[src/rtl/tft_spi_pkg.sv]
// Shared definitions for the TFT panel blocks: FSM encoding and divider defaults.
package tft_spi_pkg;

  // Serialiser FSM states
  typedef enum logic [1:0] {
    IDLE = 2'd0,
    LOW  = 2'd1,
    HIGH = 2'd2,
    DONE = 2'd3
  } tft_state_t;

  // Default clk cycles per SCLK half-period
  localparam int unsigned TFT_CLK_DIV_DEF = 2;

  // Counter widths
  localparam int unsigned TFT_CNT_W = 8;
  localparam int unsigned TFT_BIT_W = 3;

endpackage

[src/rtl/tft_spi.sv]
// Byte-wide SPI mode-0 transmitter for a TFT panel, with D/C line and chip select.
// Every output is a flop; one byte keeps tft_busy high for 17*CLK_DIV cycles.
module tft_spi
  import tft_spi_pkg::*;
#(
  parameter int unsigned CLK_DIV = TFT_CLK_DIV_DEF
) (
  input  logic       clk,
  input  logic       rst,
  input  logic       tft_transmit,
  input  logic       tft_dc,
  input  logic [7:0] tft_data,
  output logic       tft_busy,
  output logic       spi_sclk,
  output logic       spi_mosi,
  output logic       spi_cs,
  output logic       spi_dc
);

  localparam logic [TFT_CNT_W-1:0] DIV_LAST = TFT_CNT_W'(CLK_DIV - 1);

  tft_state_t           state_q, state_d;
  logic [TFT_CNT_W-1:0] cnt_q, cnt_d;
  logic [TFT_BIT_W-1:0] bit_q, bit_d;
  logic [7:0]           shreg_q, shreg_d;
  logic                 busy_q, busy_d;
  logic                 sclk_q, sclk_d;
  logic                 mosi_q, mosi_d;
  logic                 cs_q, cs_d;
  logic                 dc_q, dc_d;

  logic                 half_done;

  assign half_done = (cnt_q == DIV_LAST);

  // Next-state and next-output logic; every register holds unless a phase ends.
  always_comb begin
    state_d = state_q;
    cnt_d   = cnt_q;
    bit_d   = bit_q;
    shreg_d = shreg_q;
    busy_d  = busy_q;
    sclk_d  = sclk_q;
    mosi_d  = mosi_q;
    cs_d    = cs_q;
    dc_d    = dc_q;
    case (state_q)
      IDLE: begin
        if (tft_transmit) begin
          shreg_d = tft_data;
          dc_d    = tft_dc;
          busy_d  = 1'b1;
          cs_d    = 1'b0;
          mosi_d  = tft_data[7];
          sclk_d  = 1'b0;
          cnt_d   = '0;
          bit_d   = '0;
          state_d = LOW;
        end
      end
      LOW: begin
        if (half_done) begin
          cnt_d   = '0;
          sclk_d  = 1'b1;
          state_d = HIGH;
        end else begin
          cnt_d = cnt_q + 1'b1;
        end
      end
      HIGH: begin
        if (half_done) begin
          cnt_d  = '0;
          sclk_d = 1'b0;
          if (bit_q == 3'd7) begin
            // Last bit clocked out: release the panel, then hold busy one more half-period
            cs_d    = 1'b1;
            state_d = DONE;
          end else begin
            shreg_d = {shreg_q[6:0], 1'b0};
            mosi_d  = shreg_q[6];
            bit_d   = bit_q + 1'b1;
            state_d = LOW;
          end
        end else begin
          cnt_d = cnt_q + 1'b1;
        end
      end
      DONE: begin
        if (half_done) begin
          cnt_d   = '0;
          busy_d  = 1'b0;
          state_d = IDLE;
        end else begin
          cnt_d = cnt_q + 1'b1;
        end
      end
      default: begin
        state_d = IDLE;
      end
    endcase
  end

  // State, counters, shifter and output flops with synchronous reset.
  always_ff @(posedge clk) begin
    if (rst) begin
      state_q <= IDLE;
      cnt_q   <= '0;
      bit_q   <= '0;
      shreg_q <= '0;
      busy_q  <= 1'b0;
      sclk_q  <= 1'b0;
      mosi_q  <= 1'b0;
      cs_q    <= 1'b1;
      dc_q    <= 1'b0;
    end else begin
      state_q <= state_d;
      cnt_q   <= cnt_d;
      bit_q   <= bit_d;
      shreg_q <= shreg_d;
      busy_q  <= busy_d;
      sclk_q  <= sclk_d;
      mosi_q  <= mosi_d;
      cs_q    <= cs_d;
      dc_q    <= dc_d;
    end
  end

  assign tft_busy = busy_q;
  assign spi_sclk = sclk_q;
  assign spi_mosi = mosi_q;
  assign spi_cs   = cs_q;
  assign spi_dc   = dc_q;

endmodule

[config.mk]
export PLATFORM = sky130hd
export DESIGN_NAME = tft_spi
export DESIGN_NICKNAME = d
export VERILOG_FILES = /design/src/rtl/tft_spi_pkg.sv /design/src/rtl/tft_spi.sv
export SDC_FILE = /design/constraint.sdc
export NUM_CORES = 1
export LEC_CHECK = 0
export BUFFER_PORTS_ARGS = -buffer_cell sky130_fd_sc_hd__buf_2
export CORE_MARGIN = 5
export CORE_UTILIZATION = 49
export CTS_BUF_LIST = sky130_fd_sc_hd__clkbuf_4 sky130_fd_sc_hd__clkbuf_8
export CTS_CLUSTER_DIAMETER = 100
export CTS_CLUSTER_SIZE = 28
export DETAILED_ROUTE_END_ITERATION = 10
export PLACE_DENSITY_LB_ADDON = 0.08
export SETUP_SLACK_MARGIN = 0.05
export SYNTH_ARGS = -nofsm -noshare
export SYNTH_HDL_FRONTEND = slang
export SYNTH_SLANG_ARGS = --single-unit
[constraint.sdc]
create_clock -name clk -period 3.85 [get_ports clk]
set_clock_uncertainty 0.05 [all_clocks]
set_input_delay 0.77 -clock clk [delete_from_list [all_inputs] [get_ports clk]]
set_output_delay 0.77 -clock clk [all_outputs]
set_load 0.01 [all_outputs]
==> summary.txt, run 1 <==
Timing
  – Worst-Margin Slew: 0.7336 ns
  – Worst slew margin: 0.5071
  – Final hold violation count: 0
  – Final setup vio count: 0
  – Max Fclk: 0.4933 GHz
  – Tcrit/Tclk final: 0.5265
  – Setup TNS: 0 ns
  – Tmin final: 2.027 ns
  – RSZ-0062 raised after global routing: no
  – Max Slew Vio Count: 0

Power
  – Leak: 0.5127 nW
  – P per Cell Area: around 360 mW/mm^2
  – Maximum vdd drop: 281.6 uV
  – Combinational cell fraction of total power: 0.165
  – Switching share of power: 0.2941
  – Switching pwr: approximately 0.15 mW
  – Cell-internal power: 0.3493 mW
  – Clock power frac: 0.249
  – Seq pwr share: 0.586

Clocking
  – H-tree depth: 1
  – CTS resizes: 0
  – Clock latency on the worst-skew pair: 0.32 ns
  – Postcts setup bufs: 0
  – CTS buffer count: 3
  – Clk pin slew, worst setup/hold paths: 0.15 ns
  – CTS tree: yes
  – CTS Root Cell: clkbuf_4
  – Clk buf depth: 2
  – Hold_buf cts: 0
  – Clock sink count: 25

Logic synthesis
  – Main synth FF type: dfxtp_1
  – Synth Area in Compound Gates: 0.2340
  – Post-Synth XOR/XNOR Area: 0
  – Synth area leader: dfxtp_1
  – Top cells by count, synth: dfxtp_1, nor2_1, a21oi_1
  – Synth top area cells: dfxtp_1, nor2_1, o221a_2
  – Mean Syn Cell Area: 8.716 sq um
  – Seq/Total Area, Yosys: 0.3933
  – Most common cell in the netlist: dfxtp_1
  – Mux cell area share after synthesis: 0.007866
  – Synth Warn #: 0
  – EDFF count, synth: 0
  – Cells after synthesis: 146
  – #FFs+latches synth: 25
  – Post-synth cell types: 40
  – Simple-Gate Fraction of Synth Area: 0.2901
  – Asr flop ratio synth: 0
  – Post-synthesis cell area: 0.001272 sq mm
  – Post-synth top area share: 0.3933
  – Mapped Nets: around 160
  – Largest family of logic cells by synthesized area: simple AND/OR/NAND/NOR gates
  – Post-Synth Adder-Cell Area: 0.03933

GRT
  – Largest net degree at the start of global routing: 27
  – Tot GR Track Use: 0.1753
  – Vias in the first global route: 1125
  – Initial antenna violation count: 0
  – First-pass GRT wire length: 4.912 mm
  – GR Overflow Total: 0

Routing
  – Initial DRC Count: 54
  – DRC Markers: 0
  – Vias per Instance: 5.826
  – Drt first pass iters: 4
  – Via Count: 1107
  – DR WL/cell: 14.53 um
  – ANT nets after route: 0
  – WL final: roughly 2.8 mm

Worst setup path
  – Cell mode on critical path: ha_1
  – Crit path kind: register to register
  – Setup crit start kind: register
  – Critical-path top delay cell: nor4_2
  – Max incr delay on CP: between 0.4 and 0.5 ns
  – Delay-heaviest family, CP: simple AND/OR/NAND/NOR gates
  – Crit-path cells: ha_1, ha_1, nor4_2, nand3_4, nand2_2, o221a_2
  – Worst-path fanout max: 10
  – Critical Path Sink Type: register
  – Required time of the critical path: between 4 and 5 ns
  – Crit path DAT: 2.25 ns
  – WP buf/inv: 0

Layout
  – Nets@finish: 177
  – Synthesis-to-layout area growth: 8.948%
  – # diodes: 0
  – Final core utilization: 0.5596
  – Ratio of cells with drive above 1 in the final layout: 0.2313
  – # fillers: 250
  – Design area: 0.001386 sq mm

Outcome
  – Run status: finished, final reports clean

Placed design
  – Port-buffer cells: 16
  – Post-DP HPWL: 1.981 mm
  – Post-DP Area: between 0.001 and 0.0015 sq mm
  – Placer Congestion: 0.8396

Floorplanning
  – Core footprint: about 0.0025 sq mm
  – Die Wd: 60.96 um
  – Die ar.: 0.003716 sq mm
  – Die Y-Extent: 60.96 um
  – Initial Utilization: 0.5136
  – Ports: 17
  – # rows: 18

Job
  – Max cap viols: 0

Worst hold path
  – Hold Path Class: register to register
[logic make-up (layout without fill, tap and decap cells)]
| logic type | count (synthesis) | in the layout |
|---|---|---|
| flops | 25 | 25 |
| simple gates | 66 | 66 |
| compound gates | 41 | 41 |
| fa+ha+maj | 4 | 4 |
| mux | 1 | 1 |
| buf+inv | 9 | 23 |
[flip-flops by register name (all words and copies together) (netlist names), 2 cells and up]
register / cells
shreg_q: 7
bit_q: 3
state_q: 2
cnt_q: 8
[tightest hold or removal path, stage by stage, from the launching register on]
cell and delay, ns:
dfxtp_1 0.34, nand2_1 0.05, a21oi_1 0.05
[path summary, 6_finish.rpt]
kind / start / end / slack [ns] / depth (start not counted)
max reg2reg: bit_q[0] / shreg_q[2] / 1.82 / 6
min: spi_dc / spi_dc / 0.42 / 2
max: bit_q[0] / shreg_q[2] / 1.82 / 6
min reg2reg: spi_dc / spi_dc / 0.42 / 2
[area by class of cell]
cell class	count	area [sq um]	share of cell area
tap	30	37.54	0.02708
multi-input combinational	112	726.9	0.5244
inverter	3	11.26	0.008123
timing repair buffer	16	80.08	0.05776
sequential	25	500.5	0.3610
clock inverter	1	7.507	0.005415
clock buffer	3	22.52	0.01625
[power groups by stage]
stage,Combinational (mW),Clock [mW],Sequential [mW]
CTS,0.0832,0.128,0.290
global route,0.0932,0.141,0.293
global placement,0.0805,0,0.295
floorplan,0.0632,0,0.291
finish,0.0816,0.123,0.290
detailed placement,0.0826,0,0.296
[through the flow]
step | power [mW] | hold WS (ns) | cells | setup WS, ns
floorplan | 0.3540 | 0.4016 | 146 | 1.986
global placement | 0.3754 | 0.4053 | 186 | 1.836
detailed placement | 0.3784 | 0.4059 | 186 | 1.817
CTS | 0.5017 | 0.4250 | 190 | 1.806
global route | 0.5270 | 0.4481 | 190 | 1.652
finish | 0.4948 | 0.4217 | 190 | 1.823
[cells in the final DEF (no fill, tap or decap), drive strengths merged, types with 3 or more instances in the layout]
cell type,netlist,layout
nand3,10,10
buf,1,16
nor2,22,22
a211oi,3,3
o221a,7,7
o21ai,7,7
clkbuf,5,3
nor3,4,4
nand2,10,10
nand3b,4,4
a21oi,15,15
ha,4,4
inv,3,3
dfxtp,25,25
[routing by layer]
layer | track usage | routed length, um | up-vias
met5 | 0 | 0 | -
met4 | 0.08050 | 16 | 0
met3 | 0.02766 | 88 | 2
met2 | 0.2947 | 1400 | 18
met1 | 0.2190 | 1254 | 523
li1 | - | - | 564
No activity file was read; power rests on OpenSTA's default activity.
==> inputs of run 2 (changes only) <==
==> constraint.sdc (replaced) <==
create_clock -name clk -period 2.1 [get_ports clk]
set_clock_uncertainty 0.05 [all_clocks]
set_input_delay 0.42 -clock clk [delete_from_list [all_inputs] [get_ports clk]]
set_output_delay 0.42 -clock clk [all_outputs]
set_load 0.01 [all_outputs]
==> run 2 against run 1 <==
  * Clock power rose by 79%
  * Utilization rose by 1.5 points
  * Global-route usage decreased by 0.81 points
  * Non-clock buffer count up 5
  * Critical path depth did not move
  * Hold slack worse by 0.13 ns
  * Via count up 2.3%
  * Maximum frequency rose by 12%
==> summary.txt, run 2 (synthesized netlist as in run 1, its figures left out) <==
Layout
  – Most frequent cells in the layout: dfxtp_1, nor2_1, buf_2
  – Biggest register: cnt_q
  – Area occupied by multi-input gates: 726.9 sq um (unchanged)
  – # fillers: 234 (-6.4%)
  – Design area: 0.001424 sq mm (+2.7%)
  – Max reg flops: 8 (unchanged)
  – Synthesis-to-layout area growth: 11.90%
  – Register Area: 500.5 sq um (unchanged)
  – Nets@finish: 182 (+2.8%)
  – Leading cell type in the layout, fill and taps excluded: dfxtp_1
  – Ratio of cells with drive above 1 in the final layout: 0.2545 (+0.02330)
  – # diodes: 0 (unchanged)
  – Largest registers: cnt_q (8), shreg_q (7), bit_q (3)

Worst setup path
  – R2R cell count: 6 (unchanged)
  – Required time of the critical path: 2.30 ns (-1.78 ns)
  – Crit path DAT: 2.01 ns (-0.24 ns)
  – Crit path kind: register to register
  – Critical Path Sink Type: register
  – Worst-path fanout max: 10 (unchanged)
  – Worst R2R Setup Slack: 0.29 ns (-1.53 ns)
  – Setup crit start kind: register

Timing
  – Hold WS: 0.2873 ns (-0.1344 ns)
  – RSZ-0062 raised after global routing: no
  – Max Fclk: 0.5535 GHz (+12%)
  – Final hold violation count: 0 (unchanged)
  – Worst slew margin: 0.6514 (+0.1442)
  – Setup TNS: 0 ns (unchanged)
  – Final setup vio count: 0 (unchanged)
  – Tmin final: 1.807 ns (-0.2205 ns)
  – Tcrit/Tclk final: 0.8603 (+0.3338)
  – Worst-Margin Slew: 0.5190 ns (-0.2147 ns)
  – Max Slew Vio Count: 0 (unchanged)

Clocking
  – H-tree depth: 1 (unchanged)
  – Clock sink count: 25 (unchanged)
  – Hold_buf cts: 0 (unchanged)
  – Postcts setup bufs: 0 (unchanged)
  – CTS resizes: 0 (unchanged)
  – Clk pin slew, worst setup/hold paths: 0.15 ns (about the same)
  – Clock latency on the worst-skew pair: 0.32 ns (about the same)
  – Clk buf depth: 2 (unchanged)
  – CTS Root Cell: clkbuf_4
  – CTS tree: yes
  – CTS buffer count: 3 (unchanged)

Worst hold path
  – Hold Crit Depth: 3 (+1)
  – Hold Path Class: input port to register

Outcome
  – Run status: finished, final reports clean

Floorplanning
  – # rows: 18 (unchanged)
  – Ports: 17 (unchanged)
  – Die Y-Extent: 60.96 um (unchanged)
  – Initial Utilization: 0.5136 (unchanged)
  – Die ar.: 0.003716 sq mm (unchanged)
  – Core footprint: 0.002477 sq mm (unchanged)
  – Die Wd: 60.96 um (unchanged)

Placed design
  – Post-DP Area: 0.001394 sq mm (+2.8%)
  – Port-buffer cells: 16 (unchanged)
  – Post-DP HPWL: 1.959 mm (-1.1%)
  – Placer Congestion: 0.8440 (+0.52%)

GRT
  – Initial antenna violation count: 0 (unchanged)
  – Largest net degree at the start of global routing: 27 (unchanged)
  – Tot GR Track Use: 0.1672 (-0.008119)
  – Vias in the first global route: 1102 (-2.0%)
  – First-pass GRT wire length: 4.685 mm (-4.6%)
  – GR Overflow Total: 0 (unchanged)

Power
  – Leak: 0.5380 nW (+4.9%)
  – Maximum vdd drop: 371.7 uV (+32%)
  – P per Cell Area: 637.6 mW/mm^2 (+79%)

Routing
  – DRC Markers: 0 (unchanged)
  – Vias per Instance: 5.810 (-0.28%)
  – WL final: 2.683 mm (-2.8%)
  – DR WL/cell: 13.76 um (-5.3%)
  – Initial DRC Count: 57 (+5.6%)
  – ANT nets after route: 0 (unchanged)
  – Via Count: 1133 (+2.3%)
  – Drt first pass iters: 4 (unchanged)

Job
  – Max cap viols: 0 (unchanged)
-- run 2: critical path, cell delays in order (launching register included) --
cell	delay, ns
dfxtp_1	0.38
ha_1	0.21
nor4b_4	0.12
buf_4	0.18
and2_4	0.17
or4_1	0.50
a31oi_1	0.13
-- run 2: cell type report --
| type | count | area share |
|---|---|---|
| clock inverter | 1 | 0.005272 |
| clock buffer | 3 | 0.01582 |
| tap | 30 | 0.02636 |
| inverter | 3 | 0.007909 |
| multi-input combinational | 112 | 0.5105 |
| timing repair buffer | 21 | 0.08260 |
| sequential | 25 | 0.3515 |
-- run 2: report_power, final --
part / internal [mW] / switching [mW] / total, mW / leakage [nW]
clock: 0.0726 / 0.147 / 0.220 / 0.0139
combinational: 0.0722 / 0.0888 / 0.161 / 0.319
sequential: 0.502 / 0.0252 / 0.527 / 0.205
total: 0.647 / 0.261 / 0.908 / 0.538
-- run 2: worst paths after layout --
check | from | endpoint
worst min register to register | spi_dc | spi_dc
worst max register to register | cnt_q[0] | cnt_q[6]
worst max-delay path | cnt_q[0] | cnt_q[6]
worst min-delay path | tft_dc | spi_dc
-- run 2: metrics by stage --
step | total power [mW] | setup WS, ns | std cells | utilization
5_1_grt | 0.9776 | 0.2097 | 195 | 0.5747
2_1_floorplan | 0.6490 | 0.3716 | 146 | -
4_1_cts | 0.9210 | 0.2924 | 195 | 0.5747
3_5_place_dp | 0.6996 | 0.3366 | 191 | 0.5626
6_report | 0.9079 | 0.2935 | 195 | 0.5747
3_3_place_gp | 0.6950 | 0.3642 | 191 | 0.5626
-- run 2: metal layers --
layer | routed length (um) | up-vias | track usage
met5 | 0 | - | 0
li1 | - | 577 | -
met2 | 1386 | 14 | 0.2931
met3 | 66 | 2 | 0.02553
met1 | 1211 | 540 | 0.2067
met4 | 19 | 0 | 0.05882
